<file path="src/rtl/seq_pkg.sv">
// Shared definitions for the sequence-detector test controller: FSM state
// encoding and default sizing parameters.
package seq_pkg;

  localparam int PAT_W_DEF    = 16;
  localparam int CNT_W_DEF    = 8;
  localparam int TICK_DIV_DEF = 2048;

  typedef enum logic [2:0] {
    ST_IDLE   = 3'd0,
    ST_CLEAR  = 3'd1,
    ST_RUN    = 3'd2,
    ST_DRAIN  = 3'd3,
    ST_FINISH = 3'd4
  } seq_state_e;

endpackage

</file>
<file path="src/rtl/seq_tick_gen.sv">
// Step-rate divider: counts 0..TICK_DIV-1 while enabled and strobes step_en
// on the terminal count so the detector advances once per sequence step.
module seq_tick_gen #(
  parameter int TICK_DIV = seq_pkg::TICK_DIV_DEF
) (
  input  logic clk,
  input  logic reset,
  input  logic en,
  input  logic clr,
  output logic step_en
);

  localparam int TW = (TICK_DIV > 1) ? $clog2(TICK_DIV) : 1;
  localparam logic [TW-1:0] LAST = TW'(TICK_DIV - 1);

  logic [TW-1:0] cnt_q;
  logic [TW-1:0] cnt_d;

  always_comb begin
    cnt_d = cnt_q;
    if (clr) begin
      cnt_d = '0;
    end else if (en) begin
      cnt_d = (cnt_q == LAST) ? '0 : cnt_q + 1'b1;
    end
  end

  always_ff @(posedge clk or posedge reset) begin
    if (reset) begin
      cnt_q <= '0;
    end else begin
      cnt_q <= cnt_d;
    end
  end

  assign step_en = en & ~clr & (cnt_q == LAST);

endmodule

</file>
<file path="src/rtl/seq_test_controller.sv">
// Streams a latched bit pattern into a sequence detector and counts its hits.
// Optional build macro SEQ_CTRL_AUTORESTART_EN: repeat runs until reset.
module seq_test_controller
  import seq_pkg::*;
#(
  parameter int PAT_W    = PAT_W_DEF,
  parameter int CNT_W    = CNT_W_DEF,
  parameter int TICK_DIV = TICK_DIV_DEF
) (
  input  logic             clk,
  input  logic             reset,
  input  logic             start,
  input  logic [PAT_W-1:0] pattern,
  input  logic [CNT_W-1:0] expected_hits,
  input  logic             det_y,
  output logic             seq_bit,
  output logic             step_en,
  output logic             det_clr,
  output logic             busy,
  output logic             done,
  output logic             pass,
  output logic [CNT_W-1:0] hit_count
);

  localparam int SW = $clog2(PAT_W);
  localparam logic [SW-1:0] LAST_STEP = SW'(PAT_W - 1);

  seq_state_e       state_q;
  logic [PAT_W-1:0] sh_q;
  logic [CNT_W-1:0] exp_q;
  logic [CNT_W-1:0] hit_q;
  logic [CNT_W-1:0] hit_d;
  logic [SW-1:0]    step_cnt_q;
  logic             pass_q;
  logic             pass_d;
  logic             busy_q;
  logic             done_q;
  logic             det_clr_q;
  logic             tick_en;
  logic             tick_clr;
  logic             hit_now;
`ifdef SEQ_CTRL_AUTORESTART_EN
  logic [PAT_W-1:0] pat_lat_q;
  logic             ran_q;
`endif

  function automatic logic [CNT_W-1:0] sat_inc(input logic [CNT_W-1:0] v);
    return (v == {CNT_W{1'b1}}) ? v : v + 1'b1;
  endfunction

  assign tick_en  = (state_q == ST_RUN) || (state_q == ST_DRAIN);
  assign tick_clr = (state_q == ST_CLEAR);

  seq_tick_gen #(
    .TICK_DIV (TICK_DIV)
  ) u_tick (
    .clk     (clk),
    .reset   (reset),
    .en      (tick_en),
    .clr     (tick_clr),
    .step_en (step_en)
  );

  // det_y only matters on a strobe; anything between strobes is ignored.
  assign hit_now = tick_en & step_en & det_y;

  always_comb begin
    hit_d = hit_now ? sat_inc(hit_q) : hit_q;
`ifdef SEQ_CTRL_AUTORESTART_EN
    pass_d = (hit_d == exp_q) && (ran_q ? pass_q : 1'b1);
`else
    pass_d = (hit_d == exp_q);
`endif
  end

  always_ff @(posedge clk or posedge reset) begin
    if (reset) begin
      state_q    <= ST_IDLE;
      sh_q       <= '0;
      exp_q      <= '0;
      hit_q      <= '0;
      step_cnt_q <= '0;
      pass_q     <= 1'b0;
      busy_q     <= 1'b0;
      done_q     <= 1'b0;
      det_clr_q  <= 1'b0;
`ifdef SEQ_CTRL_AUTORESTART_EN
      pat_lat_q  <= '0;
      ran_q      <= 1'b0;
`endif
    end else begin
      done_q    <= 1'b0;
      det_clr_q <= 1'b0;
      case (state_q)
        ST_IDLE: begin
          if (start) begin
            sh_q      <= pattern;
            exp_q     <= expected_hits;
            hit_q     <= '0;
            pass_q    <= 1'b0;
            busy_q    <= 1'b1;
            det_clr_q <= 1'b1;
            state_q   <= ST_CLEAR;
`ifdef SEQ_CTRL_AUTORESTART_EN
            pat_lat_q <= pattern;
            ran_q     <= 1'b0;
`endif
          end
        end
        ST_CLEAR: begin
          step_cnt_q <= '0;
          state_q    <= ST_RUN;
        end
        ST_RUN: begin
          hit_q <= hit_d;
          if (step_en) begin
            sh_q <= {sh_q[PAT_W-2:0], 1'b0};
            if (step_cnt_q == LAST_STEP) begin
              step_cnt_q <= '0;
              state_q    <= ST_DRAIN;
            end else begin
              step_cnt_q <= step_cnt_q + 1'b1;
            end
          end
        end
        ST_DRAIN: begin
          hit_q <= hit_d;
          if (step_en) begin
            pass_q  <= pass_d;
            done_q  <= 1'b1;
            state_q <= ST_FINISH;
          end
        end
        ST_FINISH: begin
`ifdef SEQ_CTRL_AUTORESTART_EN
          // Restart with the same stimulus; pass stays sticky across runs.
          sh_q      <= pat_lat_q;
          hit_q     <= '0;
          ran_q     <= 1'b1;
          det_clr_q <= 1'b1;
          state_q   <= ST_CLEAR;
`else
          busy_q  <= 1'b0;
          state_q <= ST_IDLE;
`endif
        end
        default: begin
          busy_q  <= 1'b0;
          state_q <= ST_IDLE;
        end
      endcase
    end
  end

  assign seq_bit   = (state_q == ST_RUN) & sh_q[PAT_W-1];
  assign det_clr   = det_clr_q;
  assign busy      = busy_q;
  assign done      = done_q;
  assign pass      = pass_q;
  assign hit_count = hit_q;

endmodule

</file>
<file path="config.mk">
export PLATFORM = sky130hd
export DESIGN_NAME = seq_test_controller
export DESIGN_NICKNAME = d
export VERILOG_FILES = /design/src/rtl/seq_pkg.sv /design/src/rtl/seq_tick_gen.sv /design/src/rtl/seq_test_controller.sv
export SDC_FILE = /design/constraint.sdc
export NUM_CORES = 1
export LEC_CHECK = 0
export BUFFER_PORTS_ARGS = -buffer_cell sky130_fd_sc_hd__buf_2
export CORE_UTILIZATION = 37
export DETAILED_ROUTE_END_ITERATION = 10
export SETUP_SLACK_MARGIN = 0.3
export SLEW_MARGIN = 10
export SYNTH_ARGS = -nofsm -noshare
export SYNTH_HDL_FRONTEND = slang
export SYNTH_SLANG_ARGS = --single-unit
</file>
<file path="constraint.sdc">
create_clock -name clk -period 4.6 [get_ports clk]
set_input_delay 0.92 -clock clk [delete_from_list [all_inputs] [get_ports clk]]
set_output_delay 0.92 -clock clk [all_outputs]
set_load 0.01 [all_outputs]
</file>
Yosys cells after proc, flatten, opt, wreduce, memory -nomap -nowiden --
Index checks and enable logic that the tools add are counted.
Word-level totals: input bits 28, word-level logic and storage cells 74, output and inout port bits 14, bits in registers 54
Cells by class: reduce and logical (&&, ||, !) cells 16, bitwise gates (word level) 7, multiplexer cells 27, equality and inequality tests 11, $add $sub $neg 3
Operator list (number):
- 2-to-1 mux 11 bit | 3
- 2-to-1 mux 16 bit | 2
- case mux 16 bit (2 select lines) | 1
- 2-to-1 mux 8 bit | 3
- case mux 8 bit (2 select lines) | 1
- 2-to-1 mux 3 bit | 4
- case mux 3 bit (4 select lines) | 1
- adder 11 x 1 -> 11 bit (second input constant) | 1
- equality test 11 bit (second input constant) | 1
- nonzero test 2 bit | 5
- adder 8 x 1 -> 8 bit (second input constant) | 1
- equality test 8 bit | 1
- equality test 8 bit (second input constant) | 1
- 2-to-1 mux 4 bit | 2
- case mux 4 bit (2 select lines) | 1
- AND reduction 2 bit | 4
- 2-to-1 mux 1 bit | 7
- equality test 3 x 2 -> 1 bit (second input constant) | 2
- inequality test 2 bit (second input constant) | 3
- AND reduction 3 bit | 2
- bitwise AND 1 bit | 5
- adder 4 x 1 -> 4 bit (second input constant) | 1
- equality test 4 bit (second input constant) | 1
- case mux 1 bit (2 select lines) | 2
- 8 further kinds | 9

Logic depth before layout (Yosys ltp) --
Gate-level depths: netlist (run 1).
word-level depth 10, gate-level depth with buffers 10, gate-level depth less buffers 8

Cells and area by module --
A second synthesis (run 1) with hierarchy kept.
Second synthesis, totals: cell total of the unflattened synthesis 303, area total of the unflattened synthesis 2815.2 sq um
By module, submodules not included:
- seq_test_controller | cells an instance 241, times used 1, area an instance 2239.6 sq um, sequential area each 1076.0 sq um
- seq_tick_gen | cells an instance 62, times used 1, area an instance 575.6 sq um, sequential area each 275.3 sq um

Least setup slack after synthesis (run 1) --
Ideal clock, no wire load.
kind register to output, start register state_q[2], end output port seq_bit, stages on the path, launching flop included 6, path slack 2.247 ns, data required time 3.680 ns, path buffers 2, arrival time 1.433 ns, cells stage by stage dfrtp_1 > nand2b_1 > clkbuf_1 > nor2_4 > buf_2 > and2_1
Between the ends: word-level cells in the longest chain between the ends 2
Ends and longest elaborated chain:
- from (decl) | RTL line seq_test_controller.sv:28 | seq_state_e state_q;
- from (signal assigned) | RTL line seq_test_controller.sv:78 | state_q <= ST_IDLE;
- from (signal assigned) | RTL line seq_test_controller.sv:103 | state_q <= ST_CLEAR;
- from (signal assigned) | RTL line seq_test_controller.sv:112 | state_q <= ST_RUN;
- equality test 3 x 2 -> 1 bit | RTL line seq_test_controller.sv:155 | assign seq_bit = (state_q == ST_RUN) & sh_q[PAT_W-1];
- bitwise AND 1 bit | RTL line seq_test_controller.sv:155
- to (decl) | RTL line seq_test_controller.sv:16 | output logic seq_bit,
Every way passes these cells.

Worst setup path in the final report (run 1) --
start register u_tick.cnt_q[0], end output port step_en
Between the ends: word-level cells in the longest chain between the ends 2
Ends and longest elaborated chain:
- from (decl) | RTL line seq_tick_gen.sv:16 | logic [TW-1:0] cnt_q;
- from (signal assigned) | RTL line seq_tick_gen.sv:32 | cnt_q <= cnt_d;
- equality test 11 bit | RTL line seq_tick_gen.sv:36 | assign step_en = en & ~clr & (cnt_q == LAST);
- bitwise AND 1 bit | RTL line seq_tick_gen.sv:36
- to (decl) | RTL line seq_test_controller.sv:17 | output logic step_en,
Every way passes these cells.

==> out/results.ini, run 1 <==
[timing]
maxSlewViolCount=0
fin_tns_setup_ns=0
relSlewSlack_pct=61.41
rsz0062_at_grt=no
fin_crit_sh_pct=61.58
hold_viol=0
clock.fmax_mhz=353.0
setup-violations-final=0
fin_crit_ns=2.833
worstMarginPinSlew_ns=0.5775
worst_clock_skew_ns=0.007284

[synthesis]
syn_area_per_cell_um2=9.613
ys.warnings.count=0
ys.flop_type=dfrtp_1
ys_seq_area_share_pct=45.94
synthCells=306
synth_fp_nets=337
ys_types=51
ys_ff_latch=54
synth_edf_count=0
async_flop_share_pct=100.0
synth_area_um2=2942

[critical_path]
r2r_start=u_tick.cnt_q[0]$_DFFE_PP0P_
critPathLaunchType=register
r2r-end=sh_q[6]$_DFFE_PP0P_
r2r_slack_ns=2.33
reg2regPathDepth=8
cp_data_arrival_time_ns=1.91
critPathRequiredTime_ns=3.68
endpoint_kind=primary output
worstSetupPathType=reg2out
cp_max_fo=8

[global_routing]
grt_max_degree=32
grt_overflow_total=0
grt_pass1_vias=2088
grt_pass1_wl_um=10090
grtUsageTotal_pct=14.96
antenna_found_initial=0

[min_path]
worstHoldPathType=reg2reg
hold_start=u_tick.cnt_q[7]$_DFFE_PP0P_
hold_depth=1
whs_endpoint=u_tick.cnt_q[7]$_DFFE_PP0P_

[power_and_ir_drop]
p_leak_nw=1.638
peakVddDrop_v=0.0001226
p_per_area_nw_per_um2=255.2
power_mw=0.8401

[final_layout]
area_growth_pct=11.91
drive_gt1_share_pct=22.58
final.fill_count=756
nets=371
stdcell_count=443
post-route-util_pct=42.60
insertedDiodeCount=0

[floorplan]
core_area_um2=7727
dieArea_um2=8311
die_x_um=91.17
io_pins=42
start_util_pct=38.07
core.rowCount=32
die_y_um=91.17

[placed_design]
dp.cells=435
port_buffers=41
place.gp.congestion=0.7784
dp_hpwl_um=4193

[clock_tree]
cts_buffers=5
cts.hold.buffers_added=0
insertion_delay_ns=0.31
cts_setup_buffers=0
cts_resized=0
cts_tree=yes
clk_pin_slew_ns=0.09
root_buffer=clkbuf_8
clock-sinks=54
clockBufferDepth=2
ctsHtreeMaxLevel=2

[detailed_routing]
drtIter0Drc=110
first_pass_iters=4
routed_wl_um=5800
ant_nets=0
drc=0
wl_per_cell_um=13.09
route.vias.total=2258
via_per_inst=5.097

[status]
outcome=complete, no violations

[flow_run]
maxCapViolCount=0

[cell families after synthesis]
kind of cell | share of synthesized area [%]
mux | 6.465
fa+ha+maj | 1.276
flops | 45.94
compound gates | 15.27
simple gates | 23.35
xor+xnor | 3.573
buf+inv | 4.126
[cell usage after synthesis, types with 2 or more instances]
cell type / instances / area share, %
nor4_1: 3 / 0.64
clkbuf_1: 5 / 0.64
nand3_1: 13 / 2.2
nand2b_1: 4 / 0.85
nor2_1: 26 / 3.3
a31oi_1: 3 / 0.64
nand2_1: 46 / 5.9
and3_1: 6 / 1.3
dfrtp_1: 54 / 46
a21oi_2: 14 / 4.2
a22o_1: 2 / 0.60
nand3b_1: 3 / 0.77
inv_1: 6 / 0.77
mux2i_1: 19 / 6.5
buf_4: 2 / 0.51
o21ai_0: 22 / 3.7
and4_1: 2 / 0.60
nor3_1: 4 / 0.68
ha_1: 3 / 1.3
nand4_1: 4 / 0.85
or2_2: 2 / 0.43
a211oi_1: 2 / 0.51
xor2_1: 5 / 1.5
nor2b_1: 5 / 1.1
buf_6: 4 / 1.5
a21oi_1: 8 / 1.4
xnor2_1: 7 / 2.1
o31ai_1: 6 / 1.5
buf_2: 4 / 0.68
[critical path: stages (launching register included)]
cell     delay, ns
dfrtp_1       0.40
ha_1          0.22
and3_1        0.42
and3_1        0.29
nand2_1       0.11
inv_1         0.06
buf_2         0.12
[cell usage in the layout, fill, tap and decap left out, drive strengths merged, types with 2 or more instances in the layout]
cell and count:
dfrtp 54, nand2 47, buf 42, nor2 27, o21ai 23, a21oi 22
mux2i 19, nand3 14, xnor2 7, and3 7, o31ai 6, inv 6
nand4 6, nor2b 5, xor2 5, clkbuf 5, nand2b 5, or2 5
nor3 4, a31oi 3, nand3b 3, nor4 3, ha 3, a211oi 3
and4 2, a22o 2, clkinv 2
[routing by layer]
layer | wire length [um] | share of wire, % | GRT usage, % | up-vias
met2 | 2580 | 44 | 22.60 | 55
met4 | 65 | 1.1 | 3.836 | 0
met1 | 2921 | 50 | 21.99 | 1056
met5 | 0 | 0 | 0 | -
li1 | - | - | - | 1140
met3 | 232 | 4.0 | 2.764 | 7
[per-stage QoR]
| step | hold slack [ns] | cell area (um2) | setup WS, ns |
|---|---|---|---|
| 3_3_place_gp | 0.4697 | 3183 | 2.130 |
| 4_1_cts | 0.4871 | 3292 | 1.750 |
| 3_5_place_dp | 0.4744 | 3183 | 2.097 |
| 5_1_grt | 0.5088 | 3292 | 1.616 |
| 6_report | 0.4801 | 3292 | 1.767 |
| 2_1_floorplan | 0.4384 | 2942 | 2.247 |
[registers in the layout (all words and copies together) (netlist names)]
name,cells
done,1
state_q,3
det_clr,1
busy,1
hit_count,8
pass,1
step_cnt_q,4
exp_q,8
u_tick.cnt_q,11
sh_q,16
[power breakdown]
part / leakage, nW / internal [mW] / switching (mW) / total (mW)
sequential: 0.705 / 0.481 / 0.00345 / 0.484
combinational: 0.875 / 0.0163 / 0.0211 / 0.0373
clock: 0.0579 / 0.161 / 0.158 / 0.318
total: 1.64 / 0.658 / 0.182 / 0.840
[area by class of cell]
type	count	area, um2	area share (%)
clock inverter	3	40.04	1.216
clock buffer	5	68.82	2.090
tap	102	127.6	3.877
timing repair buffer	42	212.7	6.461
sequential	54	1351	41.05
inverter	6	22.52	0.6841
multi-input combinational	231	1469	44.62
[how the worst max path moves through the flow]
stage	endpoint	startpoint	slack (ns)	cells after the start
after global routing	step_en	u_tick.cnt_q[0]$_DFFE_PP0P_	1.62	6
after detailed placement	seq_bit	state_q[2]$_DFFE_PP0P_	2.10	4
after global placement	seq_bit	state_q[2]$_DFFE_PP0P_	2.13	4
final	step_en	u_tick.cnt_q[0]$_DFFE_PP0P_	1.77	6
after CTS	seq_bit	state_q[2]$_DFFE_PP0P_	1.75	4
after floorplan	seq_bit	state_q[2]$_DFFE_PP0P_	2.25	5
Power figures use the tool's default switching activity.
==> run 2: changes to the inputs <==
Clock period 4.6 ns to 2.5 ns, I/O delays scaled along.
==> run 2 against run 1 <==
  * Utilization up 1.1 points
  * Critical path depth unchanged
  * Cell count up 2.3%
  * Global-route usage up 0.34 points
  * Worst hold slack worse by 0.26 ns
  * Register-to-register slack worse by 1.9 ns
  * Combinational power up 89%
  * Critical path type unchanged
  * Non-clock buffer count up 10
  * Clock power up 67%
  * Setup slack worse by 1.4 ns
  * Clock skew about the same
==> out/results.ini, run 2 (same netlist as run 1, synthesis figures left out) <==
[final_layout]
largest_register_ffs=16  ; unchanged
stdcell_count=453  ; +2.3%
top_register=sh_q
reg_top3=sh_q: 16 flops, u_tick.cnt_q: 11 flops
final.fill_count=741  ; -2.0%
area.sequential_um2=1355  ; +0.28%
nets=381  ; +2.7%
drive_gt1_share_pct=27.07  ; +4.5 points
insertedDiodeCount=0  ; unchanged
mostFrequentLayoutCells=51 x dfrtp_1, 45 x nand2_1, 41 x buf_2
multi_input_area_um2=1486  ; +1.2%
area_growth_pct=14.84
post-route-util_pct=43.72  ; +1.1 points
layout_commonest_cell=dfrtp_1
stdcell_area_um2=3378  ; +2.6%

[power_and_ir_drop]
p_per_area_nw_per_um2=441.9  ; +73%
p_int_mw=1.145  ; +74%
seqPwrFrac_pct=59.7  ; +2.0 points
p_sw_share_pct=23.32  ; +1.6 points
p_leak_nw=1.670  ; +2.0%
peakVddDrop_v=0.0001988  ; +62%
p_switching_mw=0.3481  ; +91%
p_clk_share_pct=35.5  ; -2.4 points
combPwrFrac_pct=4.7  ; +0.3 points

[floorplan]
core.rowCount=32  ; unchanged
start_util_pct=38.07  ; unchanged
die_y_um=91.17  ; unchanged
dieArea_um2=8311  ; unchanged
die_x_um=91.17  ; unchanged
io_pins=42  ; unchanged
core_area_um2=7727  ; unchanged

[placed_design]
place.gp.congestion=0.7619  ; -2.1%
dp.cells=438  ; +0.69%
dp_hpwl_um=4279  ; +2.0%
port_buffers=41  ; unchanged
placed_cell_area_um2=3206  ; +0.71%

[detailed_routing]
drtIter0Drc=90  ; -18%
wl_per_cell_um=13.35  ; +2.0%
drc=0  ; unchanged
first_pass_iters=4  ; unchanged
routed_wl_um=6049  ; +4.3%
ant_nets=0  ; unchanged
via_per_inst=5.068  ; -0.56%
route.vias.total=2296  ; +1.7%

[global_routing]
grt_overflow_total=0  ; unchanged
grtUsageTotal_pct=15.30  ; +0.34 points
grt_pass1_wl_um=10160  ; +0.68%
antenna_found_initial=0  ; unchanged
grt_max_degree=31  ; -3.1%
grt_pass1_vias=2154  ; +3.2%

[timing]
clock.fmax_mhz=470.4
fin_tns_setup_ns=0  ; unchanged
rsz0062_at_grt=yes
fin_crit_sh_pct=85.04
hold_viol=0  ; unchanged
worst_clock_skew_ns=0.007227  ; -0.00005707 ns
maxSlewViolCount=0  ; unchanged
setup-violations-final=0  ; unchanged
fin_crit_ns=2.126
worstMarginPinSlew_ns=0.5463  ; -0.03118 ns
relSlewSlack_pct=63.52  ; +2.1 points

[critical_path]
cp_data_arrival_time_ns=1.63  ; -0.28 ns
critPathLaunchType=register
crit_chain=ha_1 -> and3_4 -> and3_4 -> nand2_2 -> inv_1 -> buf_2
worstSetupPathType=reg2out
max_stage_delay_ns=0.41  ; about the same
cp_slowest_cell=dfrtp_1
cp-startpoint=u_tick.cnt_q[0]$_DFFE_PP0P_
critPathRequiredTime_ns=2.00  ; -1.68 ns
crit_top_cell=and3_4
reg2regPathDepth=9  ; +1
cp_max_fo=5  ; -3
endpoint_kind=primary output
r2r_slack_ns=0.42  ; -1.91 ns
r2r_start=u_tick.cnt_q[0]$_DFFE_PP0P_
r2r-end=pass$_DFFE_PP0P_

[clock_tree]
clockBufferDepth=2  ; unchanged
root_buffer=clkbuf_8
cts_tree=yes
clk_pin_slew_ns=0.10  ; about the same
ctsHtreeMaxLevel=2  ; unchanged
cts_buffers=5  ; unchanged
clock-sinks=54  ; unchanged
insertion_delay_ns=0.31  ; about the same

[min_path]
worstHoldPathType=in2async

[status]
outcome=complete, no violations

[flow_run]
maxCapViolCount=0  ; unchanged

## run 2: cell count changes in the layout (fill, tap and decap cells not counted), sizes merged
| cell | previous run | this run |
|---|---|---|
| clkinvlp | 0 | 1 |
| clkbuf | 5 | 6 |
| clkinv | 2 | 0 |
| buf | 42 | 52 |
| inv | 6 | 7 |
| bufinv | 1 | 0 |
## run 2: layer usage
layer  global-route usage [%]  vias up  share of wire (%)  routed length [um]
met4                    5.423        0                1.2                  75
li1                         -     1157                  -                   -
met3                    2.848        7                3.0                 183
met5                        0        -                  0                   0
met2                    24.94       44                 48                2923
met1                    20.34     1088                 47                2866
## run 2: what timing repair did
item / in CTS / in global routing
buffers inserted: 1 / 6
resized for setup: 3 / 7
pin swaps: 1 / 0
setup endpoints to repair: 18 / 11
gates cloned: 0 / 0
hold buffers: 0 / 0
## run 2: stage by stage
step                      total power [mW]  hold WS, ns  setup WS (ns)
final                                1.493       0.2181         0.3740
after global routing                 1.561       0.2443         0.2804
after CTS                            1.521       0.2229         0.2330
after detailed placement            0.9819       0.4680         0.2320
after global placement              0.9804       0.4615         0.3392
after floorplan                     0.9461       0.4384         0.5667
## run 2: power groups by stage
| stage | Clock (mW) | Sequential [mW] | Combinational (mW) |
|---|---|---|---|
| floorplan | 0 | 0.907 | 0.0390 |
| global placement | 0 | 0.909 | 0.0719 |
| detailed placement | 0 | 0.909 | 0.0728 |
| CTS | 0.556 | 0.892 | 0.0731 |
| global route | 0.587 | 0.893 | 0.0808 |
| finish | 0.531 | 0.892 | 0.0705 |
## run 2: worst max-delay path by stage
stage / to / slack [ns] / depth (start not counted)
final: step_en / 0.37 / 6
after global routing: step_en / 0.28 / 6
after CTS: step_en / 0.23 / 6
after detailed placement: sh_q[7]$_DFFE_PP0P_ / 0.23 / 8
after global placement: sh_q[10]$_DFFE_PP0P_ / 0.34 / 8
after floorplan: seq_bit / 0.57 / 5
## run 2: layout make-up
cell class / count / area share [%]
clock buffer: 6 / 2.444
multi-input combinational: 231 / 44.00
timing repair buffer: 52 / 8.519
sequential: 54 / 40.11
inverter: 6 / 0.6667
tap: 102 / 3.778
clock inverter: 2 / 0.4815
## run 2: worst max-delay path, delay by kind of cell (launching register included)
kind / cells / cell delay [ns]
buffers and inverters: 2 / 0.19
AND/OR/NAND/NOR: 3 / 0.47
flip-flops: 1 / 0.41
adder cells (fa/ha/maj): 1 / 0.24
